### config.mk
export PLATFORM = sky130hd
export DESIGN_NAME = avalon_pio_debounce_flat
export DESIGN_NICKNAME = d
export VERILOG_FILES = /design/src/rtl/avalon_pio_debounce_if.sv /design/src/rtl/avalon_pio_debounce.sv /design/src/flat_wrapper.sv
export SDC_FILE = /design/constraint.sdc
export NUM_CORES = 1
export LEC_CHECK = 0
export CORE_MARGIN = 3
export CORE_UTILIZATION = 49
export DETAILED_ROUTE_END_ITERATION = 6
export GPL_ROUTABILITY_DRIVEN = 0
export PLACE_DENSITY = 0.9
export SLEW_MARGIN = 20
export SYNTH_ARGS = -nofsm -noshare
export SYNTH_HDL_FRONTEND = slang
export SYNTH_SLANG_ARGS = --single-unit
export TNS_END_PERCENT = 20
### constraint.sdc
create_clock -name clk -period 2.3 [get_ports clk]
set_input_delay 0.23 -clock clk [delete_from_list [all_inputs] [get_ports clk]]
set_output_delay 0.23 -clock clk [all_outputs]
set_load 0.005 [all_outputs]
### src/rtl/avalon_pio_debounce_if.sv
// Avalon-MM slave bus bundle for the debounced PIO peripheral.
// The bus master (Nios II data master or a testbench) drives address/strobes/data;
// the peripheral returns registered read data and its level interrupt.
interface avalon_pio_debounce_if;
    logic [2:0]  address;
    logic        read;
    logic        write;
    logic [31:0] writedata;
    logic [31:0] readdata;
    logic        irq;

    modport master (
        output address,
        output read,
        output write,
        output writedata,
        input  readdata,
        input  irq
    );

    modport slave (
        input  address,
        input  read,
        input  write,
        input  writedata,
        output readdata,
        output irq
    );
endinterface

### src/rtl/avalon_pio_debounce.sv
// Avalon-MM PIO peripheral: debounced push-button inputs with edge capture
// and a maskable level interrupt, plus an LED output register with atomic
// bitwise set/clear. Zero wait states, read latency of one clock.
module avalon_pio_debounce #(
    parameter int                   IN_WIDTH        = 2,
    parameter int                   OUT_WIDTH       = 8,
    parameter int                   DEBOUNCE_CYCLES = 50000,
    parameter logic [IN_WIDTH-1:0]  IN_RESET_VAL    = '1,
    parameter logic [OUT_WIDTH-1:0] OUT_RESET_VAL   = '0
) (
    input  logic                   clk,
    input  logic                   reset,
    avalon_pio_debounce_if.slave   bus,
    input  logic [IN_WIDTH-1:0]    pio_in,
    output logic [OUT_WIDTH-1:0]   pio_out
);

    // Counter holds up to DEBOUNCE_CYCLES-1 before the accepting cycle.
    localparam int CNT_W = (DEBOUNCE_CYCLES < 2) ? 1 : $clog2(DEBOUNCE_CYCLES + 1);
    localparam logic [CNT_W-1:0] CNT_LAST = CNT_W'(DEBOUNCE_CYCLES - 1);

    typedef enum logic [2:0] {
        ADDR_DATA_IN  = 3'd0,
        ADDR_DATA_OUT = 3'd1,
        ADDR_OUT_SET  = 3'd2,
        ADDR_OUT_CLR  = 3'd3,
        ADDR_IRQ_MASK = 3'd4,
        ADDR_EDGE_CAP = 3'd5,
        ADDR_RISE_EN  = 3'd6,
        ADDR_FALL_EN  = 3'd7
    } reg_addr_e;

    logic [IN_WIDTH-1:0]  sync_meta;
    logic [IN_WIDTH-1:0]  sync_q;
    logic [IN_WIDTH-1:0]  debounced;
    logic [IN_WIDTH-1:0]  debounced_d;
    logic [CNT_W-1:0]     db_cnt [IN_WIDTH];

    logic [IN_WIDTH-1:0]  edge_cap;
    logic [IN_WIDTH-1:0]  irq_mask;
    logic [IN_WIDTH-1:0]  rise_en;
    logic [IN_WIDTH-1:0]  fall_en;

    logic [IN_WIDTH-1:0]  rise;
    logic [IN_WIDTH-1:0]  fall;
    logic [IN_WIDTH-1:0]  new_edges;
    logic [IN_WIDTH-1:0]  cap_clear;

    logic [IN_WIDTH-1:0]  wd_in;
    logic [OUT_WIDTH-1:0] wd_out;
    logic [31:0]          read_value;

    logic wr_out;
    logic wr_set;
    logic wr_clr;
    logic wr_mask;
    logic wr_cap;
    logic wr_rise;
    logic wr_fall;

    // Writedata bits above the register widths are architecturally ignored.
    logic unused_wd_bits;
    assign unused_wd_bits = ^bus.writedata;

    assign wd_in  = bus.writedata[IN_WIDTH-1:0];
    assign wd_out = bus.writedata[OUT_WIDTH-1:0];

    assign wr_out  = bus.write && (bus.address == ADDR_DATA_OUT);
    assign wr_set  = bus.write && (bus.address == ADDR_OUT_SET);
    assign wr_clr  = bus.write && (bus.address == ADDR_OUT_CLR);
    assign wr_mask = bus.write && (bus.address == ADDR_IRQ_MASK);
    assign wr_cap  = bus.write && (bus.address == ADDR_EDGE_CAP);
    assign wr_rise = bus.write && (bus.address == ADDR_RISE_EN);
    assign wr_fall = bus.write && (bus.address == ADDR_FALL_EN);

    assign rise      = debounced & ~debounced_d;
    assign fall      = ~debounced & debounced_d;
    assign new_edges = (rise & rise_en) | (fall & fall_en);
    assign cap_clear = wr_cap ? wd_in : '0;

    assign bus.irq = |(edge_cap & irq_mask);

    // Two-flop synchroniser bringing the raw button pins into the clock domain.
    always_ff @(posedge clk or posedge reset) begin
        if (reset) begin
            sync_meta <= IN_RESET_VAL;
            sync_q    <= IN_RESET_VAL;
        end else begin
            sync_meta <= pio_in;
            sync_q    <= sync_meta;
        end
    end

    // Per-bit debouncer: accept a new level only after DEBOUNCE_CYCLES consecutive mismatches.
    always_ff @(posedge clk or posedge reset) begin
        if (reset) begin
            debounced <= IN_RESET_VAL;
            for (int i = 0; i < IN_WIDTH; i++) begin
                db_cnt[i] <= '0;
            end
        end else begin
            for (int i = 0; i < IN_WIDTH; i++) begin
                if (sync_q[i] == debounced[i]) begin
                    db_cnt[i] <= '0;
                end else if (db_cnt[i] == CNT_LAST) begin
                    debounced[i] <= sync_q[i];
                    db_cnt[i]    <= '0;
                end else begin
                    db_cnt[i] <= db_cnt[i] + 1'b1;
                end
            end
        end
    end

    // Delayed copy of the debounced level; reset to the same idle value so no edge appears at reset release.
    always_ff @(posedge clk or posedge reset) begin
        if (reset) begin
            debounced_d <= IN_RESET_VAL;
        end else begin
            debounced_d <= debounced;
        end
    end

    // Sticky edge capture; a fresh edge on a bit beats a same-cycle write-one-to-clear.
    always_ff @(posedge clk or posedge reset) begin
        if (reset) begin
            edge_cap <= '0;
        end else begin
            edge_cap <= (edge_cap & ~cap_clear) | new_edges;
        end
    end

    // Interrupt mask and edge-direction enable registers.
    always_ff @(posedge clk or posedge reset) begin
        if (reset) begin
            irq_mask <= '0;
            rise_en  <= '0;
            fall_en  <= '0;
        end else begin
            if (wr_mask) irq_mask <= wd_in;
            if (wr_rise) rise_en  <= wd_in;
            if (wr_fall) fall_en  <= wd_in;
        end
    end

    // LED output register with plain write plus atomic bitwise set and clear.
    always_ff @(posedge clk or posedge reset) begin
        if (reset) begin
            pio_out <= OUT_RESET_VAL;
        end else if (wr_out) begin
            pio_out <= wd_out;
        end else if (wr_set) begin
            pio_out <= pio_out | wd_out;
        end else if (wr_clr) begin
            pio_out <= pio_out & ~wd_out;
        end
    end

    // Read mux over the current register state, so a simultaneous write is seen only by later reads.
    always_comb begin
        read_value = '0;
        case (bus.address)
            ADDR_DATA_IN:  read_value[IN_WIDTH-1:0]  = debounced;
            ADDR_DATA_OUT: read_value[OUT_WIDTH-1:0] = pio_out;
            ADDR_IRQ_MASK: read_value[IN_WIDTH-1:0]  = irq_mask;
            ADDR_EDGE_CAP: read_value[IN_WIDTH-1:0]  = edge_cap;
            ADDR_RISE_EN:  read_value[IN_WIDTH-1:0]  = rise_en;
            ADDR_FALL_EN:  read_value[IN_WIDTH-1:0]  = fall_en;
            default:       read_value = '0;
        endcase
    end

    // Registered read data, held between reads.
    always_ff @(posedge clk or posedge reset) begin
        if (reset) begin
            bus.readdata <= '0;
        end else if (bus.read) begin
            bus.readdata <= read_value;
        end
    end

endmodule

### src/flat_wrapper.sv
// flat-port wrapper written by rule: the top's interface ports become plain ports
module avalon_pio_debounce_flat 
#(
    parameter int                   IN_WIDTH        = 2,
    parameter int                   OUT_WIDTH       = 8,
    parameter int                   DEBOUNCE_CYCLES = 50000,
    parameter logic [IN_WIDTH-1:0]  IN_RESET_VAL    = '1,
    parameter logic [OUT_WIDTH-1:0] OUT_RESET_VAL   = '0
)
  (clk, reset, pio_in, pio_out, bus_address, bus_read, bus_write, bus_writedata, bus_readdata, bus_irq);
  avalon_pio_debounce_if bus_i ();
  input  logic clk;
  input  logic reset;
  input  logic [IN_WIDTH-1:0] pio_in;
  output logic [OUT_WIDTH-1:0] pio_out;
  input wire logic [$bits(bus_i.address)-1:0] bus_address;
  input wire logic [$bits(bus_i.read)-1:0] bus_read;
  input wire logic [$bits(bus_i.write)-1:0] bus_write;
  input wire logic [$bits(bus_i.writedata)-1:0] bus_writedata;
  output wire logic [$bits(bus_i.readdata)-1:0] bus_readdata;
  output wire logic [$bits(bus_i.irq)-1:0] bus_irq;
  assign bus_i.address = bus_address;
  assign bus_i.read = bus_read;
  assign bus_i.write = bus_write;
  assign bus_i.writedata = bus_writedata;
  assign bus_readdata = bus_i.readdata;
  assign bus_irq = bus_i.irq;
  avalon_pio_debounce #(.IN_WIDTH(IN_WIDTH), .OUT_WIDTH(OUT_WIDTH), .DEBOUNCE_CYCLES(DEBOUNCE_CYCLES), .IN_RESET_VAL(IN_RESET_VAL), .OUT_RESET_VAL(OUT_RESET_VAL)) u_core (.clk(clk), .reset(reset), .bus(bus_i), .pio_in(pio_in), .pio_out(pio_out));
endmodule
# Word level (Yosys, flattened, before mapping)
# Cells that the tools add are included.
# classes
n_addsub,2
n_eq_ne,11
n_mux,10
bitwise,16
reduce_logical,12
# ops
cell,n
16-bit two-way mux,4
"16-bit by 1-bit adder with 16-bit output, second input constant",2
"16-bit == test, second input constant",2
8-bit two-way mux,3
2-bit AND,6
"3-bit == test, second input constant",4
2-bit one-hot mux with 6 select lines,1
8-bit AND,1
8-bit inverter,1
8-bit bitwise OR,1
1-bit logical AND,7
"3-bit by 2-bit == test with 1-bit output, second input constant",2
6-bit two-way mux,1
2-bit inverter,3
2-bit bitwise OR,2
2-bit AND reduction,2
"3-bit by 1-bit == test with 1-bit output, second input constant",1
3-bit zero test,1
3-bit nonzero test,1
1-bit == test,2
2-bit two-way mux,1
1-bit inverter,2
2-bit OR reduction,1
# totals
ff_bits,64
input_bits,41
output_inout_bits,41
word_cells,64

# Logic depth before layout (Yosys ltp)
# logic_depth
ltp_word,6
ltp_mapped,6
depth_no_buf,5

# Least setup slack after synthesis
# No wires, ideal clock.
# synth_path
path_kind,register to register
from,register u_core.db_cnt[10] (netlist bit)
to,register u_core.db_cnt[10] (netlist bit)
setup_time_ns,0.119
t_arrival_ns,1.534
required_time_ns,2.181
slack_ns,0.648
stages_incl_launch_ff,5
path_buffers,1
synth_period_minus_slack_ns,1.652
cell_sequence,dfrtp_1 > or3_1 > o41ai_4 > buf_6 > nor2_1
# synth_between
elab_chain_cells,3
word_cells_on_any_way,4
cone_classes,add/sub: 1; eq/ne: 1; mux: 2
# synth_lines
element,line,text
from (decl),avalon_pio_debounce.sv:37,logic [CNT_W-1:0] db_cnt [IN_WIDTH];
"from (signal, indexed assignment)",avalon_pio_debounce.sv:109,db_cnt[i] <= db_cnt[i] + 1'b1;
16-bit by 1-bit adder with 16-bit output or 16-bit == test (tied branches),"avalon_pio_debounce.sv:109, avalon_pio_debounce.sv:105",
16-bit two-way mux *,avalon_pio_debounce.sv:105,end else if (db_cnt[i] == CNT_LAST) begin
16-bit two-way mux *,avalon_pio_debounce.sv:103,if (sync_q[i] == debounced[i]) begin
# Every way passes the cells marked *; elsewhere a longest branch is shown, timed or not.
# A chain may end at the register's enable or synchronous reset.

# Worst setup path in the final report
# layout_path
from,register u_core.db_cnt[16] (netlist bit)
to,register u_core.db_cnt[21] (netlist bit)
# The elaborated chain is that of the path after synthesis.

==> impl_metrics.py <==
metrics = {
    "route": {
        "drt_iter0_markers": 141,
        "vias_per_cell": 5.45,
        "vias": 2361,
        "totalWireLength_um": 6240,
        "wl_per_cell_um": 14.4,
        "postRouteAntennaNets": 0,
        "first_pass_iters": 4,
        "drc": 0,
    },
    "clock_tree": {
        "postCtsSetupBuffers": 0,
        "worstSkewPairLatency_ps": 340,
        "clockRootBuffer": "clkbuf_8",
        "clockBufferDepth": 2,
        "h-tree-depth": 3,
        "hold_buffers": 0,
        "clock_sinks": 64,
        "numCtsBuffers": 9,
        "cts.repair.resized": 0,
        "clk_pin_slew_ps": 70,
        "cts_tree": "done",
    },
    "placement": {
        "hpwl_um": 4270,
        "port-buffer-count": 33,
    },
    "floorplanning": {
        "rows": 28,
        "fp.dieW_um": 86.2,
        "fp.dieArea_sq_mm": 0.00743,
        "die_height_um": 86.2,
        "io_pins": 82,
        "coreArea_sq_mm": 0.00606,
        "initial_utilization": 0.520,
    },
    "pwr": {
        "ir_drop_v": 0.000440,
        "leakage_nw": 1.53,
        "powerDensity_mw_per_mm2": 655,
    },
    "worst_setup_path": {
        "critPathMaxFanout": 15,
        "worstPathRequired_ps": 2500,
        "crit_arrival_ps": 2080,
        "crit_path_start_kind": "flip-flop",
        "rr_endpoint": "u_core.db_cnt[21]",
        "r2r-start": "u_core.db_cnt[16]",
        "critical_path_class": "reg2reg",
        "ff2ff_path_depth": 5,
        "setup.worst_path.end_class": "flip-flop",
        "reg2reg_slack_ps": 420,
    },
    "timing": {
        "setup_tns_ps": 0,
        "rsz0062_at_grt": "no",
        "setup_viol": 0,
        "skew_ps": 7.86,
        "period_share": 0.818,
        "worst_slew_pin_slew_ps": 519,
        "whs_ps": 274,
        "min_period_ps": 1880,
        "slew_headroom": 0.652,
        "final-max-slew-violation-count": 0,
        "timing.fmax_mhz": 531,
        "hold_viol_final": 0,
    },
    "global_routing": {
        "grt_pass1_wl_um": 10800,
        "overflow": 0,
        "grt_pass1_vias": 2341,
        "grt_max_degree": 65,
        "grt_usage": 0.182,
        "antenna_found_initial": 0,
    },
    "synth": {
        "synth_area_leader_cell": "dfrtp_1",
        "yosysMostFrequentCell": "dfrtp_1",
        "synthCells": 312,
        "seq_area_frac_synth": 0.512,
        "syn_area_per_cell_sq_um": 10.1,
        "synthTopCellsByCount": "56 x dfrtp_1, 51 x nor2_1, 26 x xnor2_1",
        "yosysWarnings": 0,
        "async_reset_ff_frac": 1.00,
        "yosysTopAreaCellShare": 0.445,
        "netlist_area_sq_mm": 0.00315,
        "synth_ff_type": "dfrtp_1",
        "yosys-top-cells-area": "dfrtp_1 44%, xnor2_1 7.2%, dfstp_2 6.7%, nor2_1 6.1%, buf_4 5.7%",
        "yosysUniqueCellTypes": 39,
        "synth_edf_count": 0,
        "synth-seq-cells": 64,
    },
    "outcome": {
        "outcome": "complete, no violations",
    },
    "job": {
        "maxCapViolations": 0,
    },
    "worst_hold_path": {
        "holdCritPathClass": "in2async",
    },
    "finish": {
        "drive_gt1_frac": 0.120,
        "areaGrowthSynthToFinish_pct": 16.9,
        "diodes": 0,
        "final_nets": 396,
    },
}
## cell usage in the layout (no fill, tap or decap), types with 13 or more instances in the layout
master | synthesis | final
clkdlybuf4s50_1 | 0 | 33
inv_1 | 14 | 13
dfrtp_1 | 56 | 56
nor2_1 | 51 | 51
nand2_1 | 21 | 21
conb_1 | 1 | 24
xnor2_1 | 26 | 26
## power by group
group          leakage, nW  internal, mW  switching, mW
logic                0.601         0.130          0.118
clock network       0.0920         0.495          0.432
registers            0.838          1.19         0.0530
## critical path: stages, from the launching register on
cell,delay (ps)
dfrtp_1,390
ha_1,200
nand3_1,260
nand4b_1,330
nand2_1,430
nor2_1,120
## routing by layer
metal / vias to the layer above / wire, um / GRT usage
met1: 1159 / 2660 / 0.230
met5: - / 0 / 0
met2: 86 / 3120 / 0.299
met3: 13 / 346 / 0.0466
met4: 0 / 112 / 0.0751
li1: 1103 / - / -
## per-stage QoR
step / total power, mW / cell area (sq um) / worst slack [ps] / util / cells
finish: 2.41 / 3680 / 418 / 0.608 / 433
global route: 2.52 / 3680 / 212 / 0.608 / 433
CTS: 2.42 / 3680 / 417 / 0.608 / 433
detailed placement: 1.50 / 3490 / 318 / 0.577 / 417
global placement: 1.49 / 3490 / 423 / 0.577 / 417
floorplan: 1.41 / 3240 / 485 / - / 335
## final cells by class
cell class                      count  area (sq um)
Clock buffer                       10           128
Clock inverter                      6          60.1
Fill cell                         479          2380
Inverter                           14          52.6
Multi-Input combinational cell    226          1360
Sequential cell                    64          1610
Tap cell                           75          93.8
Timing Repair Buffer               38           380
## cell families (layout without fill, tap and decap cells)
kind of cell	Yosys count	after routing	synth area share
adder cells (fa/ha/maj)	2	2	0.00794
multiplexers	12	12	0.0461
flip-flops	64	64	0.512
AND/OR/NAND/NOR	125	125	0.193
buffers and inverters	45	68	0.0850
other	1	24	0.00119
AO/OA/AOI/OAI	33	33	0.0711
XOR/XNOR	30	30	0.0834
## worst max path at each step
stage | cells past startpoint | start | end | slack [ps]
2_1_floorplan | 1 | reset | async pin | 490
5_1_grt | 5 | u_core.db_cnt[16] | u_core.db_cnt[21] | 210
3_3_place_gp | 5 | bus_address[2] | flip-flop | 420
3_5_place_dp | 5 | bus_address[2] | flip-flop | 320
6_report | 5 | u_core.db_cnt[16] | u_core.db_cnt[21] | 420
4_1_cts | 5 | u_core.db_cnt[16] | u_core.db_cnt[21] | 420
(Power assumes the default switching activity.)
